**src/rtl/fifo_burst_rd_ctrl.sv**
```systemverilog
`default_nettype none
// ============================================================================
// Module   : fifo_burst_rd_ctrl
// Purpose  : Burst read scheduler for a line FIFO with a credit-managed skid
//            buffer that absorbs the FIFO read latency under backpressure.
// Revision : 1.0
// ============================================================================
module fifo_burst_rd_ctrl #(
    parameter int DATA_WIDTH = 16,
    parameter int CNT_W      = 12,
    parameter int BURST_LEN  = 64,
    parameter int RD_LATENCY = 1,
    parameter int SKID_DEPTH = 4,
    parameter int TIMEOUT    = 1024
) (
    input  logic                  rd_clk,
    input  logic                  sys_rst_n,
    input  logic                  enable,
    input  logic                  fifo_rst_busy,
    input  logic                  fifo_empty,
    input  logic [CNT_W-1:0]      fifo_rd_count,
    output logic                  fifo_rd_en,
    input  logic [DATA_WIDTH-1:0] fifo_rdata,
    input  logic                  fifo_rd_valid,
    output logic                  m_valid,
    input  logic                  m_ready,
    output logic [DATA_WIDTH-1:0] m_data,
    output logic                  m_last,
    output logic                  busy,
    output logic [15:0]           burst_cnt,
    output logic                  abort_err,
    output logic                  spurious_err
);

    localparam int c_SK_AW  = (SKID_DEPTH > 1) ? $clog2(SKID_DEPTH) : 1;
    localparam int c_OCC_W  = $clog2(SKID_DEPTH + 1);
    localparam int c_TMR_W  = (TIMEOUT > 1) ? $clog2(TIMEOUT) : 1;

    localparam logic [CNT_W-1:0]   c_BURST   = CNT_W'(BURST_LEN);
    localparam logic [c_TMR_W-1:0] c_TMR_MAX = c_TMR_W'(TIMEOUT - 1);
    localparam logic [c_OCC_W:0]   c_SKID    = (c_OCC_W + 1)'(SKID_DEPTH);
    localparam logic [c_SK_AW-1:0] c_PTR_TOP = c_SK_AW'(SKID_DEPTH - 1);

    generate
        if (SKID_DEPTH < RD_LATENCY + 2) begin : g_bad_cfg
            $error("SKID_DEPTH must be at least RD_LATENCY+2");
        end
    endgenerate

    typedef enum logic [1:0] {
        S_IDLE  = 2'd0,
        S_ISSUE = 2'd1,
        S_DONE  = 2'd2
    } state_t;

    state_t                r_state;
    logic [CNT_W-1:0]      r_len;
    logic [CNT_W-1:0]      r_issued;
    logic [CNT_W-1:0]      r_rcvd;
    logic [c_TMR_W-1:0]    r_idle_tmr;
    logic [c_OCC_W-1:0]    r_outst;
    logic [c_OCC_W-1:0]    r_occ;
    logic [c_SK_AW-1:0]    r_wr_ptr;
    logic [c_SK_AW-1:0]    r_rd_ptr;
    logic [DATA_WIDTH:0]   r_mem [SKID_DEPTH];
    logic                  r_m_valid;
    logic                  r_m_last;
    logic [DATA_WIDTH-1:0] r_m_data;
    logic [15:0]           r_burst_cnt;
    logic                  r_abort_err;
    logic                  r_spur_err;

    logic                  w_credit_ok;
    logic                  w_rd_en;
    logic                  w_abort;
    logic                  w_push;
    logic                  w_pop;
    logic                  w_spur;
    logic                  w_push_last;
    logic                  w_in_range;
    logic                  w_full_ok;
    logic [c_OCC_W-1:0]    w_occ_after_pop;
    logic [c_OCC_W-1:0]    w_occ_nxt;
    logic [c_SK_AW-1:0]    w_rd_ptr_nxt;
    logic [DATA_WIDTH:0]   w_head_nxt;

    function automatic logic [c_SK_AW-1:0] f_inc(input logic [c_SK_AW-1:0] p);
        return (p == c_PTR_TOP) ? '0 : p + 1'b1;
    endfunction

    // Words in flight plus words parked in the skid never exceed SKID_DEPTH.
    assign w_credit_ok = ({1'b0, r_outst} + {1'b0, r_occ}) < c_SKID;
    assign w_rd_en     = (r_state == S_ISSUE) & ~fifo_rst_busy & ~fifo_empty &
                         (r_issued < r_len) & w_credit_ok;
    assign w_abort     = fifo_rst_busy & (r_state != S_IDLE);
    assign w_push      = fifo_rd_valid & (r_outst != '0);
    assign w_spur      = fifo_rd_valid & (r_outst == '0);
    assign w_pop       = r_m_valid & m_ready;
    assign w_push_last = (r_rcvd == r_len - 1'b1);
    assign w_in_range  = (fifo_rd_count != '0) & (fifo_rd_count < c_BURST);
    assign w_full_ok   = (fifo_rd_count >= c_BURST);

    assign w_occ_after_pop = r_occ - c_OCC_W'(w_pop);
    assign w_occ_nxt       = w_occ_after_pop + c_OCC_W'(w_push);
    assign w_rd_ptr_nxt    = w_pop ? f_inc(r_rd_ptr) : r_rd_ptr;
    // An empty skid forwards the arriving word straight into the output register.
    assign w_head_nxt      = (w_occ_after_pop == '0) ? {w_push_last, fifo_rdata}
                                                     : r_mem[w_rd_ptr_nxt];

    always_ff @(posedge rd_clk) begin
        if (w_push) begin
            r_mem[r_wr_ptr] <= {w_push_last, fifo_rdata};
        end
    end

    always_ff @(posedge rd_clk) begin
        if (!sys_rst_n) begin
            r_state     <= S_IDLE;
            r_len       <= '0;
            r_issued    <= '0;
            r_rcvd      <= '0;
            r_idle_tmr  <= '0;
            r_outst     <= '0;
            r_occ       <= '0;
            r_wr_ptr    <= '0;
            r_rd_ptr    <= '0;
            r_m_valid   <= 1'b0;
            r_m_last    <= 1'b0;
            r_m_data    <= '0;
            r_burst_cnt <= '0;
            r_abort_err <= 1'b0;
            r_spur_err  <= 1'b0;
        end else begin
            if (w_spur) begin
                r_spur_err <= 1'b1;
            end
            if (w_abort) begin
                r_state     <= S_IDLE;
                r_outst     <= '0;
                r_occ       <= '0;
                r_wr_ptr    <= '0;
                r_rd_ptr    <= '0;
                r_m_valid   <= 1'b0;
                r_m_last    <= 1'b0;
                r_idle_tmr  <= '0;
                r_abort_err <= 1'b1;
            end else begin
                case ({w_rd_en, w_push})
                    2'b10:   r_outst <= r_outst + 1'b1;
                    2'b01:   r_outst <= r_outst - 1'b1;
                    default: r_outst <= r_outst;
                endcase
                r_occ     <= w_occ_nxt;
                r_rd_ptr  <= w_rd_ptr_nxt;
                r_m_valid <= (w_occ_nxt != '0);
                if (w_occ_nxt != '0) begin
                    {r_m_last, r_m_data} <= w_head_nxt;
                end
                if (w_push) begin
                    r_wr_ptr <= f_inc(r_wr_ptr);
                    r_rcvd   <= r_rcvd + 1'b1;
                end
                if (w_rd_en) begin
                    r_issued <= r_issued + 1'b1;
                end

                case (r_state)
                    S_IDLE: begin
                        if (enable && !fifo_rst_busy && w_full_ok) begin
                            r_state    <= S_ISSUE;
                            r_len      <= c_BURST;
                            r_issued   <= '0;
                            r_rcvd     <= '0;
                            r_idle_tmr <= '0;
                        end else if (enable && !fifo_rst_busy && w_in_range &&
                                     (r_idle_tmr == c_TMR_MAX)) begin
                            r_state    <= S_ISSUE;
                            r_len      <= fifo_rd_count;
                            r_issued   <= '0;
                            r_rcvd     <= '0;
                            r_idle_tmr <= '0;
                        end else if (w_in_range) begin
                            // Saturate so a disabled block flushes as soon as it is re-enabled.
                            r_idle_tmr <= (r_idle_tmr == c_TMR_MAX) ? r_idle_tmr
                                                                     : r_idle_tmr + 1'b1;
                        end else begin
                            r_idle_tmr <= '0;
                        end
                    end
                    S_ISSUE: begin
                        if (w_rd_en && (r_issued == r_len - 1'b1)) begin
                            r_state <= S_DONE;
                        end
                    end
                    S_DONE: begin
                        if ((r_outst == '0) && (r_occ == '0)) begin
                            r_burst_cnt <= r_burst_cnt + 1'b1;
                            r_state     <= S_IDLE;
                        end
                    end
                    default: r_state <= S_IDLE;
                endcase
            end
        end
    end

    assign fifo_rd_en   = w_rd_en;
    assign m_valid      = r_m_valid;
    assign m_data       = r_m_data;
    assign m_last       = r_m_last;
    assign busy         = (r_state != S_IDLE);
    assign burst_cnt    = r_burst_cnt;
    assign abort_err    = r_abort_err;
    assign spurious_err = r_spur_err;

endmodule
`default_nettype wire

```
**config.mk**
```make
export PLATFORM = sky130hd
export DESIGN_NAME = fifo_burst_rd_ctrl
export DESIGN_NICKNAME = d
export VERILOG_FILES = /design/src/rtl/fifo_burst_rd_ctrl.sv
export SDC_FILE = /design/constraint.sdc
export NUM_CORES = 1
export LEC_CHECK = 0
export BUFFER_PORTS_ARGS = -buffer_cell sky130_fd_sc_hd__buf_2
export CAP_MARGIN = 20
export CELL_PAD_IN_SITES_DETAIL_PLACEMENT = 1
export CELL_PAD_IN_SITES_GLOBAL_PLACEMENT = 2
export CORE_UTILIZATION = 40
export DETAILED_ROUTE_END_ITERATION = 7
export PLACE_DENSITY_LB_ADDON = 0.1
export SETUP_SLACK_MARGIN = 0.15
export SYNTH_ARGS = -nofsm -noshare
export SYNTH_HDL_FRONTEND = slang
export SYNTH_SLANG_ARGS = --single-unit
```
**constraint.sdc**
```tcl
create_clock -name rd_clk -period 4.64 [get_ports rd_clk]
set_input_delay 0.232 -clock rd_clk [delete_from_list [all_inputs] [get_ports rd_clk]]
set_output_delay 0.232 -clock rd_clk [all_outputs]
set_load 0.05 [all_outputs]
```
# After elaboration in Yosys (flattened, before gate mapping)

Memories as Yosys holds them, arrays and structs flattened.
Cells that the tools add are included.

Register bits after elaboration: 94
Input bits: 35
Memory bits (writable): 68
Output and inout port bits: 38
Word-level logic and storage cells: 107
Memories: 1

Memories:

| name  | words | bits a word | read ports | clocked after memory_dff | wr ports | RTL line | text |
|---|---|---|---|---|---|---|---|
| r_mem | 4     | 17          | 1          | 0                        | 1        | 65       | `logic [DATA_WIDTH:0] r_mem [SKID_DEPTH];` |

Reductions and logical operators: 23
Muxes and demuxes: 26
Order comparisons: 4
Equal/unequal tests: 13
Add/sub/neg operators: 12
Bitwise logic cells: 13

Operator list:

| kind                    | number |
|---|---|
| $mux W12                | 10 |
| $mux W10                | 4 |
| $add A12 B1 Y12 const B | 2 |
| $eq A12 B12 Y1          | 2 |
| $mux W17                | 1 |
| $add A16 B1 Y16 const B | 1 |
| $mux W2                 | 7 |
| $ge A12 B7 Y1 const B   | 1 |
| $lt A12 B12 Y1          | 1 |
| $lt A12 B7 Y1 const B   | 1 |
| $reduce_bool A12 Y1     | 1 |
| $sub A12 B1 Y12 const B | 1 |
| $add A10 B1 Y10 const B | 1 |
| $eq A10 B10 Y1 const B  | 1 |
| $and A1 B1 Y1           | 9 |
| $logic_not A3 Y1        | 3 |
| $reduce_and A3 Y1       | 3 |
| $eq A2 B2 Y1 const B    | 4 |
| $logic_and A1 B1 Y1     | 6 |
| $pmux W2 S3             | 1 |
| $pmux W3 S2             | 1 |
| $reduce_bool A2 Y1      | 3 |
| $reduce_bool A3 Y1      | 2 |
| $add A2 B1 Y2 const B   | 2 |
| 17 further kinds        | 23 |

# Logic depth before layout (Yosys ltp)

Depth after elaboration: 9
Mapped depth: 13
Depth with buffers taken out: 12

# Least setup slack after synthesis

Ideal clock, no wire load.

Path type: reg2reg
Start: register r_m_valid (netlist: m_valid)
End: register r_m_data[1] (netlist: m_data[1])
Library setup time: 0.133 ns
Setup slack: 1.834 ns
Buffers on the path: 1
Clock period less this slack: 2.806 ns
Stages on the path, launching flop included: 12
Arrival time: 2.673 ns
Data required time: 4.507 ns
Cell sequence: dfxtp_1 -> and2_1 -> ha_1 -> ha_1 -> inv_1 -> ha_1 -> xor3_1 -> nor3_1 -> nor2_1 -> clkbuf_1 -> o21ai_1 -> a21oi_1

Longest elaborated chain between the ends: 5

Ends and longest elaborated chain:

| what                               | RTL line | text |
|---|---|---|
| from (decl)                        | 66       | `logic r_m_valid;` |
| from (signal assigned)             | 155      | `r_m_valid <= (w_occ_nxt != '0);` |
| $and A1 B1 Y1 (*)                  | 98       | `assign w_pop = r_m_valid & m_ready;` |
| $sub A3 B1 Y3                      | 103      | `assign w_occ_after_pop = r_occ - c_OCC_W'(w_pop);` |
| $add A3 B1 Y3                      | 104      | `assign w_occ_nxt = w_occ_after_pop + c_OCC_W'(w_push);` |
| $reduce_bool A3 Y1                 | 156      | `if (w_occ_nxt != '0) begin` |
| $reduce_and A2 Y1 (no source line) | -        |  |
| to (signal assigned)               | 157      | `{r_m_last, r_m_data} <= w_head_nxt;` |
| to (decl)                          | 68       | `logic [DATA_WIDTH-1:0] r_m_data;` |

Every way passes the cells marked *; elsewhere a longest branch is shown, timed or not.
A chain may end at the register's enable or synchronous reset.

# Worst setup path in the final report

Start: register r_m_valid (netlist: m_valid)
End: register r_m_data[0] (netlist: m_data[0])

Same word-level chain as after synthesis.

==> impl.org <==
** Setup path
- The critical path contains buffers and inverters numbering 2 combined.
- Ordered list of cells on the worst path :: and2_1 > ha_1 > ha_1 > inv_1 > ha_1 > xor3_1 > nor3_1 > nor2_2 > buf_4 > o21ai_0 > a21oi_1
- Crit. End Element :: register
- Data arrival at the endpoint of the critical path :: 3340 ps
- In this run the worst path has a maximum fanout of 32.
- Start of the worst register-to-register path :: m_valid
- In this run the critical register-to-register path is captured at m_data[0].
- CP most frequent cell :: sky130_fd_sc_hd__ha_1
- Launching element of the worst setup path :: m_valid
- Critical path type :: reg2reg
- Stage delay of the slowest cell on the critical path :: 590 ps
- The kind of cell with the highest combined delay along the critical path is simple AND/OR/NAND/NOR gates.
- Startpoint type of the worst setup path :: register
- Register-to-Register Path Depth :: 11
- Critical-path top delay cell :: sky130_fd_sc_hd__nor3_1
- Critical Path RT :: 4940 ps
- The setup check on the worst reg-to-reg path leaves a slack of 1600 ps.

** STA
- Number of max-slew violations in the final report :: 0
- Slew at the pin closest to its max-slew limit :: 1011 ps
- The worst path uses 65.58% of the clock period.
- Worst slew slack as a fraction of its limit :: 32.62%
- The count of endpoints failing hold in the final timing report is 0.
- Setup TNS Final :: 0 ps
- Crit path time final :: 3043 ps
- Unrepaired setup endpoints after global routing :: no
- Setup violations remaining at the end of the flow were counted as 0.
- For this run, the top clock speed supported by timing is 0.3286 GHz.
- For the final database, setup skew stands at 10.40 ps.

** Job
- Max-cap violations in this run came to 0.

** Finish
- For this run, the share of the core covered by cells in the final layout is 47.57%.
- Leaving out fill and tap cells, the most frequent cell in the layout is sky130_fd_sc_hd__dfxtp_1.
- In the layout the commonest cells are 94 x sky130_fd_sc_hd__dfxtp_1, 72 x sky130_fd_sc_hd__buf_2, 68 x sky130_fd_sc_hd__edfxtp_1.
- Compared with the post-synthesis result, the final layout area differs by 16.23%.
- The number of antenna diodes in the final layout is 0.
- The net count of the finished layout is 880.
- Counting the fill cells in the layout gives 2087.
- Proportion of layout cells with a drive suffix above 1 :: 15.34%

** Synthesis
- In this run, synthesis inferred 68 flip-flops with an integrated enable.
- During synthesis, Yosys emitted a total of 0 warnings.
- Post-Syn Instances :: 748
- Number of flip-flops and latches in the synthesized netlist :: 162
- The number of nets in the synthesized netlist is 813.
- Async set or reset register ratio after synthesis :: 0%
- Most used flip-flop cell after synthesis :: sky130_fd_sc_hd__dfxtp_1
- Cell area after synthesis :: 7655 sq um
- Mean instance size in the synthesized netlist :: 10.23 sq um
- Cell types occupying the most area after synthesis :: sky130_fd_sc_hd__edfxtp_1 27%, sky130_fd_sc_hd__dfxtp_1 25%, sky130_fd_sc_hd__ha_1 4.7%, sky130_fd_sc_hd__a21oi_1 3.7%, sky130_fd_sc_hd__xnor2_1 3.7%
- Sequential area share after synthesis :: 51.26%
- Count of unique library cells instantiated by Yosys :: 62
- Of the post-synthesis cell area, the dominant cell type holds 26.68%.
- Cell accounting for the most synthesized area :: sky130_fd_sc_hd__edfxtp_1

** Detailed routing
- In this run the remaining antenna-violating nets after routing total 0.
- Number of DRC markers in iteration 0 :: 199
- Post-detailed-route via-to-cell ratio :: 5.600
- Total detailed-routing wirelength :: 19120 um
- The final route contains 5947 vias.
- Total DRC errors in the routed layout :: 0
- Before antenna repair, the detailed router went through 4 iterations.
- Average wire per cell in the routed design :: 18.00 um

** Clock tree
- TritonCTS created 17 clock buffers.
- Number of clock sinks :: 162
- Post-CTS Repair Setup Buffers :: 0
- The clock tree synthesis step divided the H-tree into 4 levels.
- The later pin in the worst-skew pair is clocked with a latency of 430 ps.
- Number of buffers added to fix hold violations after cts :: 0
- The tree is rooted in a sky130_fd_sc_hd__clkbuf_16.
- TritonCTS built the clock tree.
- Gates resized during post-CTS repair numbered 0.
- After clock tree synthesis, the clock-pin slew on the worst setup and hold paths is 70 ps.
- Maximum clock insertion buffer count :: 2

** Pwr
- Internal Power :: 0.002783 W
- Sequential cell fraction of total power :: 38.6%
- In this run, the clock network consumes 36.5% of the power.
- The worst-case IR drop observed on VDD is 0.2895 mV.
- Net switching is 32.77% of the power.
- Dividing total power by cell area gives a power density of 465.3 nW/um^2.
- Combinational logic burns 24.9% of the power.
- Switching Power :: 0.001357 W
- Summed over all cells, the static leakage comes to 3.357 nW.

** GRT
- The initial antenna violation count came to 0.
- Overall global routing resource usage :: 20.84%
- Global-route wire length before repair :: 32080 um
- The number of global-route vias before repair was 6188.
- GRT overflow :: 0
- Entering global routing, the biggest net connects 35 pins.

** Floorplan
- Number of standard-cell rows in the floorplan :: 50
- Starting density of the core :: 40.92%
- Horizontal die dimension :: 140.3 um
- The total area inside the core boundary comes to 18710 sq um.
- The die covers 19690 sq um.
- During I/O placement, the number of pins put on the boundary was 73.
- The floorplan step set the die height to 140.3 um.

** Min path
- Count of cells along the worst hold path :: 1
- For hold timing, the worst endpoint is r_mem[2][9].
- Critical hold path startpoint :: fifo_rdata[9]
- Worst hold path class :: in2reg

** Place
- The count of buffers added on input and output ports is 72.
- RePlAce Congestion :: 0.8673
- Post-DP HPWL :: 13370 um

** Outcome
- Outcome :: completed
[sequential cells by signal (all words and copies together) (netlist names), 2 cells and up]
signal / cells
m_data: 16
r_wr_ptr: 2
r_len: 12
r_occ: 3
r_outst: 3
r_idle_tmr: 10
r_mem: 68
burst_cnt: 16
r_state: 2
r_issued: 12
r_rcvd: 12
r_rd_ptr: 2
[synth_stat cells (3+ instances only)]
cell	number
sky130_fd_sc_hd__a31oi_1	5
sky130_fd_sc_hd__xnor2_1	32
sky130_fd_sc_hd__nor3_1	14
sky130_fd_sc_hd__mux2i_1	3
sky130_fd_sc_hd__or3_1	16
sky130_fd_sc_hd__nand2b_1	9
sky130_fd_sc_hd__ha_1	29
sky130_fd_sc_hd__a21oi_1	57
sky130_fd_sc_hd__o21ai_1	29
sky130_fd_sc_hd__and3_1	27
sky130_fd_sc_hd__or4_1	3
sky130_fd_sc_hd__xor2_1	30
sky130_fd_sc_hd__and2_1	11
sky130_fd_sc_hd__o211ai_1	4
sky130_fd_sc_hd__nand2_1	50
sky130_fd_sc_hd__xnor3_1	4
sky130_fd_sc_hd__dfxtp_1	94
sky130_fd_sc_hd__clkbuf_1	28
sky130_fd_sc_hd__nor2_1	62
sky130_fd_sc_hd__nand3_1	33
sky130_fd_sc_hd__inv_1	27
sky130_fd_sc_hd__edfxtp_1	68
sky130_fd_sc_hd__nor4_1	7
sky130_fd_sc_hd__nor3_2	3
sky130_fd_sc_hd__a211oi_1	17
sky130_fd_sc_hd__nand4_1	20
sky130_fd_sc_hd__o21ai_0	10
sky130_fd_sc_hd__a311oi_1	17
[power groups by stage]
stage               clock network [W]  registers, W  logic, W
global placement                    0       0.00163   0.00101
CTS                           0.00155       0.00160   0.00104
detailed placement                  0       0.00163   0.00103
finish                        0.00151       0.00160   0.00103
floorplan                           0       0.00180  0.000558
global route                  0.00161       0.00161   0.00114
[layout make-up]
cell class / count / area, sq um / area share [%]
clock buffer: 17 / 425.4 / 4.781
multi-input combinational: 525 / 3501 / 39.35
timing repair buffer: 80 / 444.2 / 4.992
tap: 234 / 292.8 / 3.291
clock inverter: 15 / 201.4 / 2.264
inverter: 29 / 108.9 / 1.223
sequential: 162 / 3924 / 44.10
[cell families (layout without fill, tap and decap cells)]
family	Yosys count	in the layout	synth area share, %
buf+inv	61	141	3.154
fa+ha+maj	30	30	5.002
mux	4	4	0.6865
compound gates	150	150	11.92
simple gates	273	273	19.19
xor+xnor	68	68	8.794
flops	162	162	51.26
[routing by layer]
metal	global-route usage (%)	vias to the layer above	share of wire (%)
met2	37.45	92	51
met5	0	-	0
li1	-	2853	-
met3	3.282	21	3.2
met1	25.31	2981	44
met4	6.998	0	1.4
[worst max-delay path by stage]
stage	to	slack, ps	cells after the start
3_3_place_gp	m_data[15]	1730	9
5_1_grt	m_data[15]	1370	11
2_1_floorplan	m_data[1]	1830	11
3_5_place_dp	m_data[15]	1590	11
6_report	m_data[0]	1600	11
4_1_cts	m_data[0]	1540	11
[stage by stage]
stage	cell area, sq um	total power, W	hold WS (ps)	worst slack, ps	std cells
after global placement	8232	0.002633	451.1	1728	1028
after global routing	8897	0.004361	25.48	1369	1062
after CTS	8886	0.004184	18.78	1540	1061
final	8897	0.004140	31.03	1597	1062
after detailed placement	8259	0.002660	467.6	1593	1029
after floorplan	7655	0.002354	330.9	1834	748
Note: power is estimated with default switching activity, not from simulation.
